===== src/rtl/aes_pkg.sv =====
// Shared AES datapath types, header codes and small helpers.
// Used by every round stage (SubBytes, ShiftRows, MixColumns, AddRoundKey).
package aes_pkg;

   typedef logic [127:0] state_t;
   typedef logic [3:0]   header_t;

   localparam header_t HDR_BUBBLE     = 4'd0;
   localparam header_t HDR_FINAL      = 4'd10;
   localparam header_t HDR_INIT       = 4'd11;
   localparam int      NUM_ROUND_KEYS = 11;

   typedef enum logic [1:0] {
      KS_EMPTY   = 2'd0,
      KS_LOADING = 2'd1,
      KS_READY   = 2'd2
   } key_state_e;

   // True for headers that carry a block needing a round key (1..11).
   function automatic logic hdr_is_round(input header_t hdr);
      return (hdr != HDR_BUBBLE) && (hdr <= HDR_INIT);
   endfunction

   // Initial whitening reuses key 0; rounds 1..10 index directly.
   function automatic header_t key_sel(input header_t hdr);
      return (hdr == HDR_INIT) ? HDR_BUBBLE : hdr;
   endfunction

endpackage


===== src/rtl/round_key_store.sv =====
// Round-key register file with an in-order valid/ready load FSM.
// The read port is combinational and always returns the pre-write contents.
module round_key_store
   import aes_pkg::*;
#(
   parameter int NUM_KEYS = NUM_ROUND_KEYS
) (
   input  logic    clk,
   input  logic    n_rst,
   input  logic    key_valid,
   input  state_t  key_data,
   input  logic    key_clear,
   output logic    key_ready,
   output logic    keys_loaded,
   input  header_t sel,
   output state_t  rd_key
);

   localparam logic [3:0] LAST_IDX = 4'(NUM_KEYS - 1);

   key_state_e state_q, state_d;
   logic [3:0] cnt_q, cnt_d;
   logic       wr_en;
   state_t     keys_q [NUM_KEYS];

   always_comb begin
      state_d = state_q;
      cnt_d   = cnt_q;
      wr_en   = 1'b0;
      if (key_clear) begin
         // Clear beats a simultaneous key handshake; that key is discarded.
         state_d = KS_EMPTY;
         cnt_d   = 4'd0;
      end else begin
         case (state_q)
            KS_EMPTY, KS_LOADING: begin
               if (key_valid) begin
                  wr_en   = 1'b1;
                  cnt_d   = cnt_q + 4'd1;
                  state_d = (cnt_q == LAST_IDX) ? KS_READY : KS_LOADING;
               end
            end
            KS_READY: begin
               state_d = KS_READY;
            end
            default: begin
               state_d = KS_EMPTY;
               cnt_d   = 4'd0;
            end
         endcase
      end
   end

   always_ff @(posedge clk or negedge n_rst) begin
      if (!n_rst) begin
         state_q <= KS_EMPTY;
         cnt_q   <= 4'd0;
      end else begin
         state_q <= state_d;
         cnt_q   <= cnt_d;
      end
   end

   // Key contents are deliberately not reset; the FSM gates their use.
   always_ff @(posedge clk) begin
      if (wr_en) begin
         keys_q[cnt_q] <= key_data;
      end
   end

   assign key_ready   = (state_q != KS_READY);
   assign keys_loaded = (state_q == KS_READY);

   always_comb begin
      rd_key = '0;
      if (sel <= LAST_IDX) begin
         rd_key = keys_q[sel];
      end
   end

endmodule


===== src/rtl/add_round_key_stage.sv =====
// AddRoundKey pipeline stage: XORs the state with the header-selected round
// key and registers {header, result}; flags blocks that cannot be processed.
module add_round_key_stage
   import aes_pkg::*;
#(
   parameter int NUM_KEYS = NUM_ROUND_KEYS
) (
   input  logic           clk,
   input  logic           n_rst,
   input  logic           enable,
   input  logic [131:0]   data_in,
   output logic [131:0]   data_out,
   input  logic           key_valid,
   input  logic [127:0]   key_data,
   output logic           key_ready,
   input  logic           key_clear,
   output logic           keys_loaded,
   output logic           drop_err
);

   header_t      hdr;
   state_t       state_in;
   state_t       rd_key;
   logic         loaded_eff;
   logic [131:0] data_q, data_d;
   logic         drop_err_q, drop_err_d;

   assign hdr      = data_in[131:128];
   assign state_in = data_in[127:0];

   round_key_store #(
      .NUM_KEYS (NUM_KEYS)
   ) u_key_store (
      .clk         (clk),
      .n_rst       (n_rst),
      .key_valid   (key_valid),
      .key_data    (key_data),
      .key_clear   (key_clear),
      .key_ready   (key_ready),
      .keys_loaded (keys_loaded),
      .sel         (key_sel(hdr)),
      .rd_key      (rd_key)
   );

   // A clear landing on the same edge as a block invalidates the keys for it.
   assign loaded_eff = keys_loaded && !key_clear;

   always_comb begin
      data_d     = data_q;
      drop_err_d = drop_err_q;
      if (key_clear) begin
         drop_err_d = 1'b0;
      end
      if (enable) begin
         data_d = '0;
         if (hdr_is_round(hdr)) begin
            if (loaded_eff) begin
               data_d = {hdr, state_in ^ rd_key};
            end else begin
               drop_err_d = 1'b1;
            end
         end else if (hdr != HDR_BUBBLE) begin
            drop_err_d = 1'b1;
         end
      end
   end

   always_ff @(posedge clk or negedge n_rst) begin
      if (!n_rst) begin
         data_q     <= '0;
         drop_err_q <= 1'b0;
      end else begin
         data_q     <= data_d;
         drop_err_q <= drop_err_d;
      end
   end

   assign data_out = data_q;
   assign drop_err = drop_err_q;

endmodule


===== config.mk =====
export PLATFORM = sky130hd
export DESIGN_NAME = add_round_key_stage
export DESIGN_NICKNAME = d
export VERILOG_FILES = /design/src/rtl/aes_pkg.sv /design/src/rtl/round_key_store.sv /design/src/rtl/add_round_key_stage.sv
export SDC_FILE = /design/constraint.sdc
export NUM_CORES = 2
export LEC_CHECK = 0
export ABC_AREA = 1
export CORE_AREA = 2 2 379 381
export CTS_CLUSTER_DIAMETER = 80
export DETAILED_ROUTE_END_ITERATION = 16
export DIE_AREA = 0 0 381 383
export SLEW_MARGIN = 15
export SYNTH_ARGS = -nofsm -noshare
export SYNTH_HDL_FRONTEND = slang
export SYNTH_SLANG_ARGS = --single-unit

===== constraint.sdc =====
create_clock -name clk -period 33.8 [get_ports clk]
set_clock_uncertainty 0.2 [all_clocks]
set_input_delay 8.45 -clock clk [delete_from_list [all_inputs] [get_ports clk]]
set_output_delay 8.45 -clock clk [all_outputs]
set_load 0.01 [all_outputs]

; Word-level counts from Yosys, hierarchy flattened
; Memories as Yosys holds them, arrays and structs flattened.
; Cells that the tools add are included.
[totals]
in_bits = 265
latchBits = 0
ramBits = 1408
register_bits = 139
mem_bits_ro = 0
n_memories = 1
[mem_list]
columns = name, words, word_bits, rd, rd_ports_with_merged_regs, wr, line_no
row1 = u_key_store.keys_q, 11, 128, 1, 0, 1, round_key_store.sv:24  ; state_t keys_q [NUM_KEYS];
[op_classes]
reduce_logical = 7
n_shift = 0
mux = 21
mul = 0
add_sub_neg = 1
bitwise_logic = 1
n_lt_le_gt_ge = 2
eq_ne = 7
div = 0
[ops]
columns = op, count
row1 = $mux W132, 2
row2 = $mux W128, 1
row3 = $xor A128 B128 Y128, 1
row4 = $mux W4, 3
row5 = $mux W1, 10
row6 = $eq A4 B4 Y1 const B, 2
row7 = $le A4 B4 Y1 const B, 2
row8 = $pmux W4 S2, 1
row9 = $mux W2, 3
row10 = $add A4 B1 Y4 const B, 1
row11 = $ne A2 B2 Y1 const B, 2
row12 = $pmux W2 S2, 1
row13 = $reduce_bool A4 Y1, 1
row14 = $ne A3 B3 Y1 const B, 1
row15 = $eq A2 B1 Y1 const B, 1
row16 = $eq A2 B2 Y1 const B, 1
row17 = $logic_and A1 B1 Y1, 2
row18 = $logic_not A2 Y1, 1
row19 = $reduce_and A2 Y1, 1
row20 = $reduce_or A2 Y1, 1
row21 = $logic_not A1 Y1, 1

; Longest topological paths before layout
[depth]
word_depth = 7
ltp_mapped = 16
depth_no_buf = 13

; Hierarchy
; Synthesis repeated with hierarchy kept, for this count alone.
[hier_totals]
cells_unflattened = 6136
area_unflattened_um2 = 65799.4
[modules_own_cells]
columns = module, seq_area_each_um2, instances, area_per_inst_um2, cells_per_inst
row1 = round_key_store, 42430.7, 1, 57769.2, 4887
row2 = add_round_key_stage, 3328.2, 1, 8030.2, 1249

; Worst setup path after synthesis
; No wires, ideal clock.
[synth_timing]
kind = input port to flip-flop
from = input key_clear
to = memory u_key_store.keys_q[9][0] in the netlist's numbering (enable)
setup_ns = 0.772
stages = 4
arrival_time_ns = 17.733
n_path_buf = 1
slack_ns = 15.095
required_time_ns = 32.828
cell_sequence = nor2_1 > nand2_1 > clkbuf_1 > nor3_1
[synth_via]
elab_chain_cells = 3
[synth_rtl]
columns = element, line_no
row1 = start: declaration, add_round_key_stage.sv:16  ; input logic key_clear,
row2 = $mux W1, round_key_store.sv:30  ; if (key_clear) begin
row3 = $mux W1, round_key_store.sv:66  ; if (wr_en) begin
row4 = $mux W1 (not written as such), round_key_store.sv:67  ; keys_q[cnt_q] <= key_data;
row5 = end: declaration, round_key_store.sv:24
; No other way between the ends.

; Worst setup path in the final report
[layout_timing]
from = input data_in[131]
to = register data_q[64] (netlist: data_out[64])
[layout_via]
elab_chain_cells = 7
elab_cells_between_ends = 11
classes_between = order compare: 2 / eq/ne: 1 / mux: 4 / bitwise: 1 / reduce/logical: 2 / memory: 1
[layout_rtl]
columns = element, line_no
row1 = start: declaration, add_round_key_stage.sv:11  ; input logic [131:0] data_in,
row2 = $eq A4 B4 Y1, aes_pkg.sv:26  ; return (hdr == HDR_INIT) ? HDR_BUBBLE : hdr;
row3 = $mux W4, aes_pkg.sv:26
row4 = $mem_v2 Z11 W128 or $le A4 B4 Y1 (tied branches), -
row5 = $mux W128, round_key_store.sv:76  ; if (sel <= LAST_IDX) begin
row6 = $xor A128 B128 Y128, add_round_key_stage.sv:58  ; data_d = {hdr, state_in ^ rd_key};
row7 = $mux W132, add_round_key_stage.sv:57  ; if (loaded_eff) begin
row8 = $mux W132 *, add_round_key_stage.sv:56  ; if (hdr_is_round(hdr)) begin
row9 = end signal: assignment, add_round_key_stage.sv:73  ; data_q <= data_d;
row10 = end: declaration, add_round_key_stage.sv:25  ; logic [131:0] data_q, data_d;
; Every way passes the cells marked *; elsewhere a longest branch is shown, timed or not.
; A chain may end at the register's enable or synchronous reset.

==> flow_summary.yaml <==
status:
  status: "finished clean"
synth:
  ys_warn_count: 0
  netlist_instances: 5544
  ys.flop_type: "edfxtp_1"
  syn-num-nets: 5813
  synth_area_um2: 63300
  synth_seq_cells: 1547
  synth_edf_count: 1408
  syn_area_per_cell_um2: 11.4
  yosysSeqAreaShare_pct: 72.3
  async_flop_share_pct: 8.99
  synthTopCellsByArea: "edfxtp_1 (67%), nand2_1 (9.9%), nand3_1 (9.1%)"
  yosysUniqueCellTypes: 30
  synth_top_area_share_pct: 66.8
  synthMostInstantiatedCell: "nand2_1"
  yosysTopAreaCell: "edfxtp_1"
  netlist_top_cells_count: "nand2_1 (1677), edfxtp_1 (1408), nand3_1 (1156), inv_1 (282), a21oi_1 (255)"
critical_path:
  critPathKind: "input port to flop"
  crit_arrival_ps: 13640
  cp_top_family: "buffers and inverters"
  timing.critical_path.mode_cell: "buf_4"
  crit_path_start_kind: "input port"
  cp_max_fo: 108
  crit_path_cell_trace: "clkdlybuf4s50_1 -> inv_1 -> nor2_2 -> nand2_4 -> nand2_8 -> buf_4 -> buf_4 -> buf_4 -> o21ai_0 -> or2_0 -> a21oi_1 -> nand3_1 -> nand3_1 -> nand2_1"
  slowest_delay_ps: 910
  crit_slowest_cell: "buf_4"
  path_buf_inv: 5
  end_kind: "flop"
  cp_data_required_time_ps: 34270
sta:
  slew-limit-headroom_pct: 9.49
  setup_viol: 0
  slew_violations: 0
  worst_pin_slew_ps: 1360
  fmaxAchievable_mhz: 75.9
  finalCritPeriodShare_pct: 39.0
  finalHoldViolCount: 0
  min_period_ps: 13170
  finalSetupTns_ps: 0
  rsz0062_at_grt: "false"
grt:
  antenna_found_initial: 14
  grt_usage_pct: 23.9
  grt_pass1_wl_um: 263000
  grt_overflow: 0
  grt_pass1_vias: 41600
  grt_start_max_net_pins: 189
final_layout:
  drive_gt1_share_pct: 5.30
  syn_to_final_growth_pct: 16.8
  fin_area_um2: 74000
  final_nets: 6117
routing:
  vias_per_cell: 5.38
  ant_nets: 0
  vias: 42400
  drt_wl_total_um: 176000
  wl_met1_um: 76400
  drt_pass1_iterations: 5
  wl_met3_um: 10800
  wl_met2_um: 83700
  avgRoutedWirePerCell_um: 22.3
  topRoutingLayerUsed: "met5"
  first_iter_violations: 3641
  drc_errors: 0
clocking:
  clock_latency_ps: 790
  ctsResizeCount: 0
  numCtsBuffers: 161
  cts_root_buf: "clkbuf_16"
  post_cts_buffers: 0
  cts_max_level: 4
  clock_sinks: 1547
  clockBufferDepth: 3
  cts.reportedPaths.clkPinSlew_ps: 60
  hold_buffers: 0
  cts_tree: "done"
power_and_ir_drop:
  p_sw_share_pct: 22.5
  clkPwrFrac_pct: 41.6
  p_sw_w: 0.000922
  p_per_area_nw_per_um2: 55.3
  report.power.total_w: 0.00409
  vdd.ir_drop.worst_v: 0.0000357
  power.leakage_nw: 27.7
  p_seq_share_pct: 51.5
  internal_power_w: 0.00317
  combinationalPowerShare_pct: 6.9
die:
  die_y_um: 383
  start_util_pct: 44.5
  pin_count: 400
  die_area_um2: 146000
  fp.dieW_um: 381
  floorplan.rows: 139
  fp.coreArea_um2: 142000
job:
  cap_viol_max_count: 0
placement:
  numPortBuffers: 399
  dp_hpwl_um: 91000
  place_area_um2: 68900
  place_congestion: 0.769
hold_path:
  hp-class: "flop to flop"
[routing by layer]
layer / vias up / GRT usage, %
met1: 21000 / 32.5
met2: 1324 / 39.3
met3: 279 / 4.05
met5: - / 0
met4: 16 / 7.71
li1: 19800 / -
[sequential cells by signal, indices dropped and copies added, names as in the netlist]
register and cells:
data_out 132, drop_err 1, u_key_store.cnt_q 4, u_key_store.keys_q 1408, u_key_store.state_q 2
[final timing paths]
check / slack [ps] / cells past startpoint / startpoint / to
min in group asynchronous: 7450 / 1 / n_rst / data_out[102]$_DFFE_PN0P_
worst max-delay path: 20630 / 14 / data_in[131] / data_out[64]$_DFFE_PN0P_
worst max register to register: 29700 / 5 / u_key_store.state_q[1]$_DFFE_PN0N_ / u_key_store.keys_q[9][70]$_DFFE_PP_
worst min-delay path: 270 / 2 / data_out[73]$_DFFE_PN0P_ / data_out[73]$_DFFE_PN0P_
max in group asynchronous: 24590 / 2 / n_rst / data_out[31]$_DFFE_PN0P_
worst min register to register: 270 / 2 / data_out[73]$_DFFE_PN0P_ / data_out[73]$_DFFE_PN0P_
[power by group through the flow]
| stage | Combinational [W] | Clock, W | Sequential, W |
|---|---|---|---|
| after floorplan | 0.000154 | 0 | 0.00216 |
| after global placement | 0.000278 | 0 | 0.00215 |
| after detailed placement | 0.000282 | 0 | 0.00215 |
| after CTS | 0.000283 | 0.00174 | 0.00211 |
| after global routing | 0.000311 | 0.00181 | 0.00211 |
| final | 0.000281 | 0.00170 | 0.00211 |
[per-stage QoR]
| stage | hold slack [ps] | worst slack, ps | util (%) | cells |
|---|---|---|---|---|
| floorplan | 254 | 15100 | - | 5544 |
| global placement | 262 | 20080 | 48.5 | 7588 |
| detailed placement | 264 | 19910 | 48.5 | 7588 |
| CTS | 281 | 20770 | 52.0 | 7880 |
| global route | 300 | 20240 | 52.0 | 7884 |
| finish | 274 | 20630 | 52.0 | 7886 |
[logic make-up after synthesis]
group | Yosys count | share of synthesized area, %
AO/OA/AOI/OAI | 394 | 3.13
adder cells (fa/ha/maj) | 4 | 0.0790
AND/OR/NAND/NOR | 2988 | 20.6
XOR/XNOR | 2 | 0.0277
flip-flops | 1547 | 72.3
buffers and inverters | 609 | 3.93
[worst register-to-register path, delay by kind of cell, from the launching register on]
| family | cells | cell delay [ps] |
|---|---|---|
| flops | 1 | 380 |
| buf+inv | 2 | 1490 |
| simple gates | 3 | 1600 |
[layout make-up]
cell class / instances / area [um^2]
multi-input cells: 3388 / 15200
flip-flops and latches: 1547 / 45800
well taps: 1903 / 2380
fillers: 12300 / 68300
inverters: 285 / 1100
clock inverters: 64 / 517
diodes: 6 / 15.0
clock buffers: 228 / 4500
repair buffers: 465 / 4550
[cell usage in the layout (no fill, tap or decap), types with 6 or more instances in the layout]
cell             count
bufinv_16            7
clkinv_2            22
nor3_2              11
diode_2              6
nand2_1           1676
clkinv_1            23
a21oi_1            255
clkbuf_8            17
clkbuf_16          164
nand3_1           1156
inv_6                9
clkbuf_1            48
nor2_1              10
dfrtp_1            139
edfxtp_1          1408
o21ai_0            134
buf_4               62
or2_0               68
or2_1               57
clkdlybuf4s50_1    395
inv_1              278
(Power assumes the default switching activity.)
